--- config.mk ---
export PLATFORM = sky130hd
export DESIGN_NAME = pred_lead
export DESIGN_NICKNAME = d
export VERILOG_FILES = /design/src/rtl/pred_lead.sv
export SDC_FILE = /design/constraint.sdc
export NUM_CORES = 1
export LEC_CHECK = 0
export CAP_MARGIN = 20
export CORE_MARGIN = 2
export CORE_UTILIZATION = 59
export CTS_CLUSTER_SIZE = 16
export DETAILED_ROUTE_END_ITERATION = 8
export GPL_TIMING_DRIVEN = 0
export HOLD_SLACK_MARGIN = 0.08
export PLACE_DENSITY_LB_ADDON = 0.25
export SLEW_MARGIN = 20
export SYNTH_ARGS = -nofsm -noshare
export SYNTH_HDL_FRONTEND = slang
export SYNTH_SLANG_ARGS = --single-unit
export TNS_END_PERCENT = 5
--- constraint.sdc ---
create_clock -name clk -period 5.5 [get_ports clk]
set_input_delay 0.55 -clock clk [delete_from_list [all_inputs] [get_ports clk]]
set_output_delay 0.55 -clock clk [all_outputs]
set_load 0.01 [all_outputs]
--- src/rtl/pred_lead.sv ---
// Phase-lead predictor: measures the half-period of sgn and, once locked, toggles sgn_pre `lead` clocks ahead of sgn.
// Optional PRED_AVG_EN predicts from the mean of the last two half-periods instead of the latest one.
module pred_lead #(
   parameter int CNT_W    = 8,
   parameter int LEAD_W   = 8,
   parameter int MIN_HALF = 4
) (
   input  logic              clk,
   input  logic              rst,
   input  logic              sgn,
   input  logic [LEAD_W-1:0] lead,
   output logic              sgn_pre,
   output logic              locked,
   output logic [CNT_W-1:0]  half_period
);

   localparam int CMP_W = ((CNT_W > LEAD_W) ? CNT_W : LEAD_W) + 1;
   localparam logic [CNT_W-1:0] ONE     = CNT_W'(1);
   localparam logic [CNT_W-1:0] CNT_MAX = {CNT_W{1'b1}};
   localparam logic [CNT_W-1:0] CNT_TMO = CNT_MAX - ONE;
   localparam logic [CNT_W-1:0] MIN_C   = CNT_W'(MIN_HALF);

   typedef enum logic [1:0] {IDLE, ACQ1, ACQ2, LOCK} state_t;

   state_t            state_q;
   logic              sgnDly_q;
   logic              sgnPre_q;
   logic              locked_q;
   logic [CNT_W-1:0]  cnt_q;
   logic [CNT_W-1:0]  half_q;
   logic [LEAD_W-1:0] lead_q;

   logic              edgeDet;
   logic              measValid;
   logic              timeout;
   logic              targetHit;
   logic [CNT_W-1:0]  cntInc_d;
   logic [CNT_W-1:0]  pred_d;
   logic [CMP_W-1:0]  halfWide;
   logic [CMP_W-1:0]  leadWide;
   logic [CMP_W-1:0]  target;

   assign edgeDet   = sgn ^ sgnDly_q;
   assign measValid = (cnt_q >= MIN_C) && (cnt_q != CNT_MAX);
   assign timeout   = !edgeDet && (cnt_q == CNT_TMO);
   assign cntInc_d  = (cnt_q == CNT_MAX) ? cnt_q : cnt_q + ONE;

   // A lead larger than the half-period clamps the fire point to one clock after the edge.
   assign halfWide  = CMP_W'(half_q);
   assign leadWide  = CMP_W'(lead_q);
   assign target    = (halfWide > leadWide) ? halfWide - leadWide : CMP_W'(1);
   assign targetHit = (CMP_W'(cnt_q) == target);

`ifdef PRED_AVG_EN
   logic [CNT_W-1:0] measPrev_q;
   logic [CNT_W:0]   pairSum;

   // The first stored measurement has no partner yet, so it is used on its own.
   assign pairSum = {1'b0, measPrev_q} + {1'b0, cnt_q};
   assign pred_d  = (state_q == ACQ1) ? cnt_q : CNT_W'(pairSum >> 1);
`else
   assign pred_d  = cnt_q;
`endif

   always_ff @(posedge clk) begin
      if (rst) begin
         state_q  <= IDLE;
         sgnDly_q <= 1'b0;
         sgnPre_q <= 1'b0;
         locked_q <= 1'b0;
         cnt_q    <= '0;
         half_q   <= '0;
         lead_q   <= '0;
`ifdef PRED_AVG_EN
         measPrev_q <= '0;
`endif
      end else begin
         sgnDly_q <= sgn;
         if (edgeDet) begin
            cnt_q  <= ONE;
            lead_q <= lead;
         end else begin
            cnt_q  <= cntInc_d;
         end

         // Real edges always realign the output; the prediction only fires between edges while locked.
         if (state_q != LOCK || edgeDet || timeout) begin
            sgnPre_q <= sgn;
         end else if (targetHit) begin
            sgnPre_q <= ~sgnDly_q;
         end

         if (edgeDet) begin
            if (state_q == IDLE) begin
               state_q <= ACQ1;
            end else if (measValid) begin
               half_q   <= pred_d;
`ifdef PRED_AVG_EN
               measPrev_q <= cnt_q;
`endif
               state_q  <= (state_q == ACQ1) ? ACQ2 : LOCK;
               locked_q <= (state_q != ACQ1);
            end else begin
               state_q  <= IDLE;
               locked_q <= 1'b0;
            end
         end else if (timeout) begin
            state_q  <= IDLE;
            locked_q <= 1'b0;
         end
      end
   end

   assign sgn_pre     = sgnPre_q;
   assign locked      = locked_q;
   assign half_period = half_q;

endmodule

After elaboration in Yosys (flattened, before gate mapping)

Cells that the tools add are included.

Output and inout bits: 10
Word-level logic and storage cells: 49
Flip-flop bits (word level): 29

$lt $le $gt $ge: 2
Reductions and logical operators: 11
Multiplexer cells: 14
Add/sub/neg operators: 2
Eq/ne operators: 9
Bitwise gates (word level): 3

Operator list:

| kind                                                                                 | count |
|---|---|
| 8-bit == test (second input constant)                                                | 2 |
| 8-bit by 9-bit == test with 1-bit output                                             | 1 |
| 1-bit 2-to-1 mux                                                                     | 9 |
| 9-bit 2-to-1 mux                                                                     | 1 |
| 8-bit by 8-bit subtractor with 9-bit output                                          | 1 |
| 8-bit by 1-bit adder with 8-bit output (second input constant)                       | 1 |
| 8-bit by 3-bit greater-or-equal comparator with 1-bit output (second input constant) | 1 |
| 8-bit > comparator                                                                   | 1 |
| 2-bit 2-to-1 mux                                                                     | 4 |
| 8-bit inequality test (second input constant)                                        | 1 |
| 2-bit inequality test (second input constant)                                        | 3 |
| 2-bit nonzero test                                                                   | 2 |
| 3-bit AND reduction                                                                  | 1 |
| 2-bit by 1-bit == test with 1-bit output (second input constant)                     | 1 |
| 1-bit logical AND                                                                    | 2 |
| 2-bit logical NOT                                                                    | 1 |
| 1-bit logical OR                                                                     | 2 |
| 2-bit by 1-bit inequality test with 1-bit output (second input constant)             | 1 |
| 1-bit NOT                                                                            | 2 |
| 2-bit AND reduction                                                                  | 1 |
| 2-bit OR reduction                                                                   | 1 |
| 1-bit logical NOT                                                                    | 1 |
| 1-bit XOR                                                                            | 1 |

Logic depth before layout (Yosys ltp)

Gate-level depths: netlist (run 1).

Depth after elaboration: 5
Depth in mapped cells: 13

Worst setup path after synthesis (run 1)

OpenSTA, ideal clock, no wires.

Kind: flip-flop to flip-flop
From: register half_q[0], in the netlist half_period[0]
To: register sgnPre_q, in the netlist sgn_pre
Library setup time: 96 ps
Required time: 5,404 ps
Stages on the path, launching flop included: 14
Setup slack: 2,949 ps
Data arrival time: 2,455 ps
Path through: dfxtp_1 > inv_1 > ha_1 > inv_1 > fa_1 > a21o_1 > a221oi_2 > xnor2_1 > xnor2_1 > nor4b_2 > a31oi_1 > o21ai_1 > a21oi_1 > o41ai_2

Word-level cells in the longest chain between the ends: 4
Elaborated cells between the ends (all ways): 5
Classes of those cells: add/sub (1); order compare (1); eq/ne (1); mux (1); reduce/logical (1)

RTL lines:

| item                                                                                     | RTL line | text |
|---|---|---|
| start: declaration                                                                       | 30       | `logic [CNT_W-1:0] half_q;` |
| start signal: assignment                                                                 | 97       | `half_q <= pred_d;` |
| 8-bit by 8-bit subtractor with 9-bit output / 8-bit > comparator (equally long branches) | 51       | `assign target = (halfWide > leadWide) ? halfWide - leadWide : CMP_W'(1);` |
| 9-bit 2-to-1 mux (*)                                                                     | 51       |  |
| 8-bit by 9-bit == test with 1-bit output (*)                                             | 52       | `assign targetHit = (CMP_W'(cnt_q) == target);` |
| 2-bit nonzero test (no source line) (*)                                                  | n/a      |  |
| end signal: assignment                                                                   | 88       | `sgnPre_q <= sgn;` |
| end signal: assignment                                                                   | 90       | `sgnPre_q <= ~sgnDly_q;` |
| end: declaration                                                                         | 27       | `logic sgnPre_q;` |

Every way passes the cells marked *; elsewhere a longest branch is shown, timed or not.
A chain may end at the register's enable or synchronous reset.

Worst setup path after layout (run 1)

Same ends and word-level chain as after synthesis.

==> results of run 1 <==
## final cells by class
cell class / count / area [um2]
Buffer: 11 / 43.79
Tap cell: 31 / 38.79
Inverter: 14 / 52.55
Sequential cell: 29 / 580.6
Fill cell: 231 / 729.5
Multi-Input combinational cell: 161 / 1087
Timing Repair Buffer: 20 / 200.2
Clock buffer: 5 / 37.54
Clock inverter: 2 / 35.03
## power breakdown
part	leakage [nW]	total, W	internal (W)	switching (W)
registers	0.236	0.000223	0.000217	0.00000586
clock network	0.0410	0.000168	0.0000925	0.0000753
logic	0.574	0.000109	0.0000502	0.0000586
total	0.851	0.000500	0.000360	0.000140
## cell usage in the layout (no fill, tap or decap), drive strengths merged, types with 2 or more instances in the layout
master,n
clkbuf,14
o21bai,2
nor3,3
clkdlybuf4s50,20
inv,14
dfxtp,29
o21ai,12
nand2b,2
a21o,4
a221oi,2
ha,11
nand2,29
nand4,3
nor2,19
a21oi,23
xnor2,7
mux2i,7
xor2,6
buf,2
o221ai,2
or2,3
a31oi,4
nand3b,2
and3,2
nor2b,2
nand3,4
nor4b,2
## kinds of logic after synthesis
logic type / share of synthesized area (%)
compound gates: 20.78
xor+xnor: 6.880
fa+ha+maj: 8.936
buf+inv: 5.461
flops: 32.91
mux: 3.972
simple gates: 21.06
## stage by stage
stage          cells  total power (W)  utilization, %
2_1_floorplan    215        0.0003082               -
3_3_place_gp     266        0.0003326           71.41
3_5_place_dp     266        0.0003351           71.41
4_1_cts          273        0.0004997           74.00
5_1_grt          273        0.0005252           74.00
6_report         273        0.0004997           74.00
## worst paths after layout
kind                        from   endpoint  depth (start not counted)
hold / removal         lead_q[5]  lead_q[5]                          2
hold reg to reg        lead_q[5]  lead_q[5]                          2
setup / recovery  half_period[0]    sgn_pre                         13
setup reg to reg  half_period[0]    sgn_pre                         13
## flip-flops by register name (all words and copies together), names as in the netlist
signal	flops
locked	1
half_period	8
sgnDly_q	1
lead_q	8
state_q	2
cnt_q	8
sgn_pre	1
## layer usage
metal,up-vias,wire length [um],part of all wire (%),global-route usage [%]
li1,803,-,-,-
met1,757,1894,49,35.29
met2,32,1806,47,39.33
met3,8,116,3.0,5.275
met4,0,46,1.2,9.740
met5,-,0,0,0
## critical path: cells and delay by family (launching register included)
kind	cells	cell delay (ns)
and+or+nand+nor	1	0.22
DFF	1	0.34
buffers and inverters	2	0.11
xor gates and xnor gates	2	0.38
AOI/OAI and AO/OA	6	1.25
adders and majority gates	2	0.54
==> impl_metrics.toml, run 1 <==
[clocking]
cts_buffer_depth = 2
post-cts-setup-buffer-count = 0
cts_tree = "yes"
clock_latency_ns = 0.33
htree_num_levels = 2
clk_pin_slew_ns = 0.10
clockRootBuffer = "clkbuf_4"
cts_inserted_buffers = 5
hold_buffers = 0
cts_sinks = 29
postCtsResizedCells = 0

[floorplan]
die_h_um = 58.68
dieWidth_um = 58.68
ioPinCount = 21
rows = 19
design.core.area_um2 = 2805
initial_core_util_pct = 62.89
die_area_um2 = 3443

[timing]
setup_viol = 0
fin_crit_ns = 2.929
finClkSkew_ns = 0.01198
tightestPinTransition_ns = 0.5206
setup_slack_ns = 2.571
slew_viol_final = 0
whs_ns = 0.4617
relSlewSlack_pct = 65.29
hold_viol = 0
fmax_ghz = 0.3414
grt_setup_unrepaired = "false"
fin_tns_setup_ns = 0
post-route-period-util_pct = 53.26

[layout]
fin_nets = 265
final_layout_size_suffix_gt1_share_pct = 9.504
num_antenna_cells = 0
design_area_um2 = 2076
area_delta_synth_final_pct = 17.66

[setup_path]
worstPathCellList = "inv_1, ha_1, inv_1, fa_1, a21o_1, a221oi_2, xnor2_1, xnor2_1, nor4b_2, a31oi_1, o21ai_1, a21oi_1, o41ai_2"
cpPeakStageDelay_ns = 0.39
crit_path_top_delay_cell = "fa_1"
path_class = "reg -> reg"
cp-end-kind = "flop"
critPathArrivalTime_ns = 3.17
reg2reg_slack_ns = 2.57
start_kind = "flop"
worst-endpoint-required_ns = 5.74
cp_max_fo = 3

[yosys]
syn_area_um2 = 1764
ys_top_cells_by_count = "dfxtp_1 (29), nand2_1 (29), a21oi_1 (22)"
yosys.area.top_type = "dfxtp_1"
syn_inst = 215
yosysWarningCount = 0
syn_nets = 238
synth-main-ff-cell = "dfxtp_1"
synth_seq_cells = 29
synth.top_cells.by_area = "dfxtp_1 (33%), ha_1 (7.8%), a21oi_1 (6.2%), nand2_1 (6.2%), nor2_1 (4.0%)"
avgSynthCellArea_um2 = 8.206
synth-edff-count = 0
ys_types = 45
synth_top_area_share_pct = 32.91
ys_seq_area_share_pct = 32.91
async_flop_share_pct = 0

[detailed_routing]
num_vias = 1600
wire_per_inst_um = 14.15
drc = 1
drtPass1Iterations = 6
ant_nets = 0
drtIter0Drc = 98
routed_wl_mm = 3.864
via_per_inst = 5.861

[grt]
first_global_vias = 1506
grt_first_pass_wirelength_mm = 6.679
grt_max_degree = 11
gr-total-overflow = 0
antenna_found_initial = 0
grtUsageTotal_pct = 25.55

[run_status]
status = "finished with violations"
violations = "design-rule violations"

[worst_hold_path]
hp-class = "reg -> reg"

[placement]
place.gp.congestion = 0.8424
pre_cts_slack_ns = 2.623
io_buffers = 20
dp_hpwl_mm = 2.891
place_area_um2 = 2003

[power]
vdd_ir_drop_max_mv = 0.1543
power_leakage_nw = 0.8515
cellPowerDensity_nw_per_um2 = 240.7

[flow_run]
maxCapViolations = 0
(Power assumes the default switching activity.)
==> run 2: changes to the inputs <==
--- a/config.mk
+++ b/config.mk
@@ -7,7 +7,7 @@
 export LEC_CHECK = 0
 export CAP_MARGIN = 20
 export CORE_MARGIN = 2
-export CORE_UTILIZATION = 59
+export CORE_UTILIZATION = 55
 export CTS_CLUSTER_SIZE = 16
 export DETAILED_ROUTE_END_ITERATION = 8
 export GPL_TIMING_DRIVEN = 0
==> constraint.sdc (replaced) <==
create_clock -name clk -period 2.71 [get_ports clk]
set_input_delay 0.271 -clock clk [delete_from_list [all_inputs] [get_ports clk]]
set_output_delay 0.271 -clock clk [all_outputs]
set_load 0.01 [all_outputs]
==> run 2 against run 1 <==
Effect of this change: the run ends with negative setup slack left; sequential share of layout area down 1.8 points; register-to-register slack worse by 2.6 ns; power up 130%; first-iteration DRC count down 40%; worst setup slack worse by 2.6 ns; largest cell class unchanged; clock power rose to 2.7 times the previous value; critical path depth down 2; via count up 1.6%; highest routed layer unchanged; maximum frequency up 7.9%; final cell count up 7.3%; sequential power up 100%; routed wire length up 8.3%.
==> impl_metrics.toml, run 2 (same netlist as run 1, synthesis figures left out) <==
[detailed_routing]
routed_wl_mm = 4.186
drc = 0
via_per_inst = 5.549
drtIter0Drc = 59
wire_per_inst_um = 14.29
num_vias = 1626
drtPass1Iterations = 4
ant_nets = 0

[power]
power_leakage_nw = 0.9061
p_comb_share_pct = 22.3
switchingPower_w = 0.0003172
switching_share_pct = 27.16
clockPowerShare_pct = 38.9
vdd_ir_drop_max_mv = 0.4467
p_seq_share_pct = 38.9
cellPowerDensity_nw_per_um2 = 523.7
p_int_w = 0.0008506

[floorplan]
ioPinCount = 21
design.core.area_um2 = 3053
die_area_um2 = 3677
dieWidth_um = 60.64
die_h_um = 60.64
initial_core_util_pct = 57.79
rows = 20

[placement]
place.gp.congestion = 0.8175
io_buffers = 20
dp_hpwl_mm = 2.788
place_inst = 279

[layout]
final_layout_size_suffix_gt1_share_pct = 16.47
area_delta_synth_final_pct = 26.38
layout_common_cells = "nand2_1 (29), dfxtp_1 (27), a21oi_1 (21), clkdlybuf4s50_1 (20), nor2_1 (19)"
layout.cells.most_common = "nand2_1"
utilization_pct = 73.03
stdcell_count = 293
num_antenna_cells = 0
fin_nets = 271

[timing]
hold_viol = 0
relSlewSlack_pct = 68.53
setup_viol = 1
post-route-period-util_pct = 100.2
grt_setup_unrepaired = "true"
fmax_ghz = 0.3683
setup_slack_ns = -0.005413
fin_crit_ns = 2.715
slew_viol_final = 0
finClkSkew_ns = 0.01256
tightestPinTransition_ns = 0.4720

[setup_path]
cp-end-kind = "flop"
worst-endpoint-required_ns = 2.97
start_kind = "flop"
cp_max_fo = 6
path_class = "reg -> reg"
reg2reg_slack_ns = -0.005
critPathArrivalTime_ns = 2.97

[clocking]
hold_buffers = 0
cts_inserted_buffers = 5
clock_latency_ns = 0.34
cts_sinks = 29
htree_num_levels = 2
cts_tree = "yes"
cts_buffer_depth = 2
clk_pin_slew_ns = 0.10
clockRootBuffer = "clkbuf_4"

[run_status]
status = "finished with violations"
violations = "negative setup slack"

[flow_run]
maxCapViolations = 0

[grt]
grtUsageTotal_pct = 23.27
grt_max_degree = 11
antenna_found_initial = 0
grt_first_pass_wirelength_mm = 6.361
first_global_vias = 1425
gr-total-overflow = 0

[worst_hold_path]
hp-class = "reg -> reg"
## run 2: cell count changes in the layout (fill, tap and decap cells not counted), sizes merged
cell	before	now
bufinv	1	2
buf	2	8
## run 2: repair_timing
action | 4_1_cts | 5_1_grt
setup endpoints to repair | 1 | 1
setup buffers | 3 | 3
resized for setup | 8 | 7
pin swaps | 11 | 10
## run 2: power by group through the flow
stage	clock network, W	registers (W)	logic (W)
3_3_place_gp	0	0.000462	0.000214
2_1_floorplan	0	0.000460	0.000166
3_5_place_dp	0	0.000462	0.000217
4_1_cts	0.000460	0.000454	0.000228
5_1_grt	0.000473	0.000456	0.000282
6_report	0.000454	0.000454	0.000260
## run 2: layer usage
metal	vias up	track usage [%]	wire, um
li1	813	-	-
met1	741	30.09	1901
met2	58	35.94	1923
met3	14	6.610	261
met4	0	10.87	99
met5	-	0	0
## run 2: cell type report
type                       count  area (um2)
tap                           44       55.05
fill                         259       823.3
sequential                    29       583.1
inverter                      14       52.55
buffer                        11       43.79
clock buffer                   5       37.54
multi-input combinational    161        1147
timing repair buffer          26       245.2
clock inverter                 3       65.06
## run 2: through the flow
step	total power (W)	area (um2)	hold WS (ns)	setup slack [ns]	TNS, ns
2_1_floorplan	0.0006254	1764	0.3543	0.1592	0
5_1_grt	0.001211	2230	0.4798	-0.09290	-0.09290
3_5_place_dp	0.0006790	2019	0.4464	-0.1479	-0.1479
3_3_place_gp	0.0006755	2019	0.4419	-0.1082	-0.1082
4_1_cts	0.001141	2166	0.4550	-0.07370	-0.07370
6_report	0.001168	2230	0.4571	-0.005413	-0.005413
## run 2: worst max-delay path: stages (launching register included)
cell,delay (ns)
dfxtp_1,0.36
inv_1,0.05
ha_1,0.37
a21o_1,0.29
a31oi_2,0.31
a21oi_2,0.14
o21bai_4,0.21
o21ai_1,0.10
a31oi_1,0.22
o21ai_2,0.10
and3_4,0.19
o41ai_2,0.28
## run 2: worst paths after layout
| check | startpoint | endpoint | cells past startpoint |
|---|---|---|---|
| setup reg to reg | lead_q[4] | sgn_pre | 11 |
| setup / recovery | lead_q[4] | sgn_pre | 11 |
| hold / removal | lead_q[2] | lead_q[2] | 2 |
| hold reg to reg | lead_q[2] | lead_q[2] | 2 |
==> run 3: changes to the inputs <==
--- a/config.mk
+++ b/config.mk
@@ -7,7 +7,7 @@
 export LEC_CHECK = 0
 export CAP_MARGIN = 20
 export CORE_MARGIN = 2
-export CORE_UTILIZATION = 55
+export CORE_UTILIZATION = 48
 export CTS_CLUSTER_SIZE = 16
 export DETAILED_ROUTE_END_ITERATION = 8
 export GPL_TIMING_DRIVEN = 0
==> run 3 against run 2 <==
Effect of this change: the run now ends clean; worst hold slack lost 0.0073 ns; largest power group unchanged; largest cell class unchanged; non-clock buffer count shrank 1; critical endpoint unchanged; worst setup slack gained 0.085 ns; clock power shrank 25%; routed wire length shrank 4.3%; die area grew 14%; core utilization shrank 11 points; highest routed layer unchanged; sequential share of layout area shrank 0.073 points; global-route usage shrank 2.6 points; first-iteration DRC count grew 140%; clock skew shrank 0.010 ns; critical path depth grew 2.
==> impl_metrics.toml, run 3 (same netlist as run 1, synthesis figures left out) <==
[run_status]
status = "complete, no violations"

[floorplan]
die_area_um2 = 4176
design.core.area_um2 = 3606
initial_core_util_pct = 48.92
die_h_um = 64.63
dieWidth_um = 64.63
ioPinCount = 21
rows = 22

[detailed_routing]
num_vias = 1568
via_per_inst = 5.297
wire_per_inst_um = 13.54
routed_wl_mm = 4.007
drtIter0Drc = 142
drc = 0
ant_nets = 0
drtPass1Iterations = 4

[timing]
setup_viol = 0
tightestPinTransition_ns = 0.5544
fin_crit_ns = 2.630
relSlewSlack_pct = 63.04
fmax_ghz = 0.3802
post-route-period-util_pct = 97.05
finClkSkew_ns = 0.002449
hold_viol = 0
slew_viol_final = 0

[clocking]
cts_tree = "yes"
htree_num_levels = 2
cts_inserted_buffers = 5
clockRootBuffer = "clkbuf_8"
cts_sinks = 29
clock_latency_ns = 0.28
clk_pin_slew_ns = 0.06
cts_buffer_depth = 2

[power]
power_leakage_nw = 0.8931
vdd_ir_drop_max_mv = 0.2693
p_comb_share_pct = 24.7
switching_share_pct = 28.87
p_seq_share_pct = 43.1
switchingPower_w = 0.0003042
clockPowerShare_pct = 32.1
p_int_w = 0.0007495
cellPowerDensity_nw_per_um2 = 471.2

[worst_hold_path]
hold_path_depth = 2
hp-class = "reg -> reg"

[setup_path]
cp_max_fo = 3
reg2reg_slack_ns = 0.08
crit_family = "compound AO/OA/AOI/OAI gates"
r2r_cells = 13
startpoint = "half_period[0]"
critPathArrivalTime_ns = 2.82
path_common_cell = "inv_2"
cpPeakStageDelay_ns = 0.33
path_buf_inv = 2
worst-endpoint-required_ns = 2.90
start_kind = "flop"
r2r-end = "sgn_pre"
crit_path_top_delay_cell = "fa_2"
worstPathCellList = "inv_2, ha_4, inv_2, fa_2, a21o_1, a221oi_4, xnor2_2, xnor2_1, nor4b_4, a31oi_2, o21ai_2, and3_4, o41ai_2"
cp-end-kind = "flop"
path_class = "reg -> reg"
critPathCapture = "sgn_pre"
worst-path-stages = 13
reg2reg_from = "half_period[0]"

[grt]
grtUsageTotal_pct = 20.66
grt_max_degree = 11
gr-usage-met1_pct = 27.26
gr-total-overflow = 0
grt_first_pass_wirelength_mm = 6.651
grt_use_met2_pct = 32.81
first_global_vias = 1419
grtUsageMet3_pct = 4.688
grt.busiest_layer = "met2"
antenna_found_initial = 0

[layout]
fin_nets = 270
area_delta_synth_final_pct = 26.74
layout.cells.most_common = "nand2_1"
final_layout_size_suffix_gt1_share_pct = 16.13
layout_common_cells = "nand2_1 (29), dfxtp_1 (27), a21oi_1 (20), clkdlybuf4s50_1 (20), nor2_1 (19)"
num_antenna_cells = 0
utilization_pct = 62.01
stdcell_count = 296
fillerInstances = 345

[placement]
dp_hpwl_mm = 2.811
place_inst = 283
place.gp.congestion = 0.8879
io_buffers = 20

[flow_run]
maxCapViolations = 0
==> run 3: cell count changes in the layout (fill, tap and decap cells not counted), sizes merged <==
cell	change
buf	-1
bufinv	-2
clkbuf	+3
clkinv	-1
==> run 3: worst reg2reg max path, cell delays in order (launching register included) <==
cell	delay (ns)
dfxtp_2	0.32
inv_2	0.06
ha_4	0.13
inv_2	0.03
fa_2	0.33
a21o_1	0.21
a221oi_4	0.29
xnor2_2	0.17
xnor2_1	0.09
nor4b_4	0.13
a31oi_2	0.19
o21ai_2	0.11
and3_4	0.20
o41ai_2	0.28
==> run 3: worst min path at each step <==
stage | end | slack [ns] | startpoint
2_1_floorplan | sgnDly_q | 0.35 | rst
3_3_place_gp | lead_q[7] | 0.44 | lead_q[7]
3_5_place_dp | lead_q[4] | 0.44 | lead_q[4]
4_1_cts | lead_q[4] | 0.45 | lead_q[4]
5_1_grt | lead_q[2] | 0.48 | lead_q[2]
6_report | lead_q[1] | 0.45 | lead_q[1]
==> run 3: layer usage <==
layer  share of wire (%)  vias up  wire length [um]
met3                 2.8        6               113
met4                 1.7        0                70
met1                  50      731              2010
met5                   0        -                 0
li1                    -      807                 -
met2                  45       24              1813
==> run 3: power by group through the flow <==
stage	sequential (W)	combinational, W	clock (W)
floorplan	0.000460	0.000166	0
global route	0.000456	0.000285	0.000368
detailed placement	0.000462	0.000216	0
CTS	0.000453	0.000229	0.000347
global placement	0.000461	0.000215	0
finish	0.000454	0.000261	0.000339
==> run 3: per-stage QoR <==
step / hold slack, ns / TNS (ns) / area, um2 / power (W) / worst slack (ns)
floorplan: 0.3543 / 0 / 1764 / 0.0006254 / 0.1592
global placement: 0.4402 / -0.08503 / 2024 / 0.0006761 / -0.08503
detailed placement: 0.4450 / -0.09603 / 2024 / 0.0006778 / -0.09603
CTS: 0.4518 / -0.004511 / 2160 / 0.001029 / -0.004511
global route: 0.4793 / -0.01504 / 2236 / 0.001109 / -0.01504
finish: 0.4499 / 0 / 2236 / 0.001054 / 0.07982
==> run 3: timing repair <==
action | in CTS | in global routing
pin swaps | 12 | 11
endpoints found under the setup margin | 1 | 1
endpoints found under the hold margin | 0 | 0
buffers inserted | 2 | 3
resized for setup | 12 | 8
hold buffers | 0 | 0
==> run 3: final cells by class <==
cell class                      count  area [um2]  share of cell area (%)
Multi-Input combinational cell    161        1179                   52.71
Sequential cell                    29       583.1                   26.08
Timing Repair Buffer               25       237.7                   10.63
Clock buffer                        8       80.08                   3.581
Tap cell                           48       60.06                   2.686
Inverter                           14       52.55                   2.350
Buffer                             11       43.79                   1.959
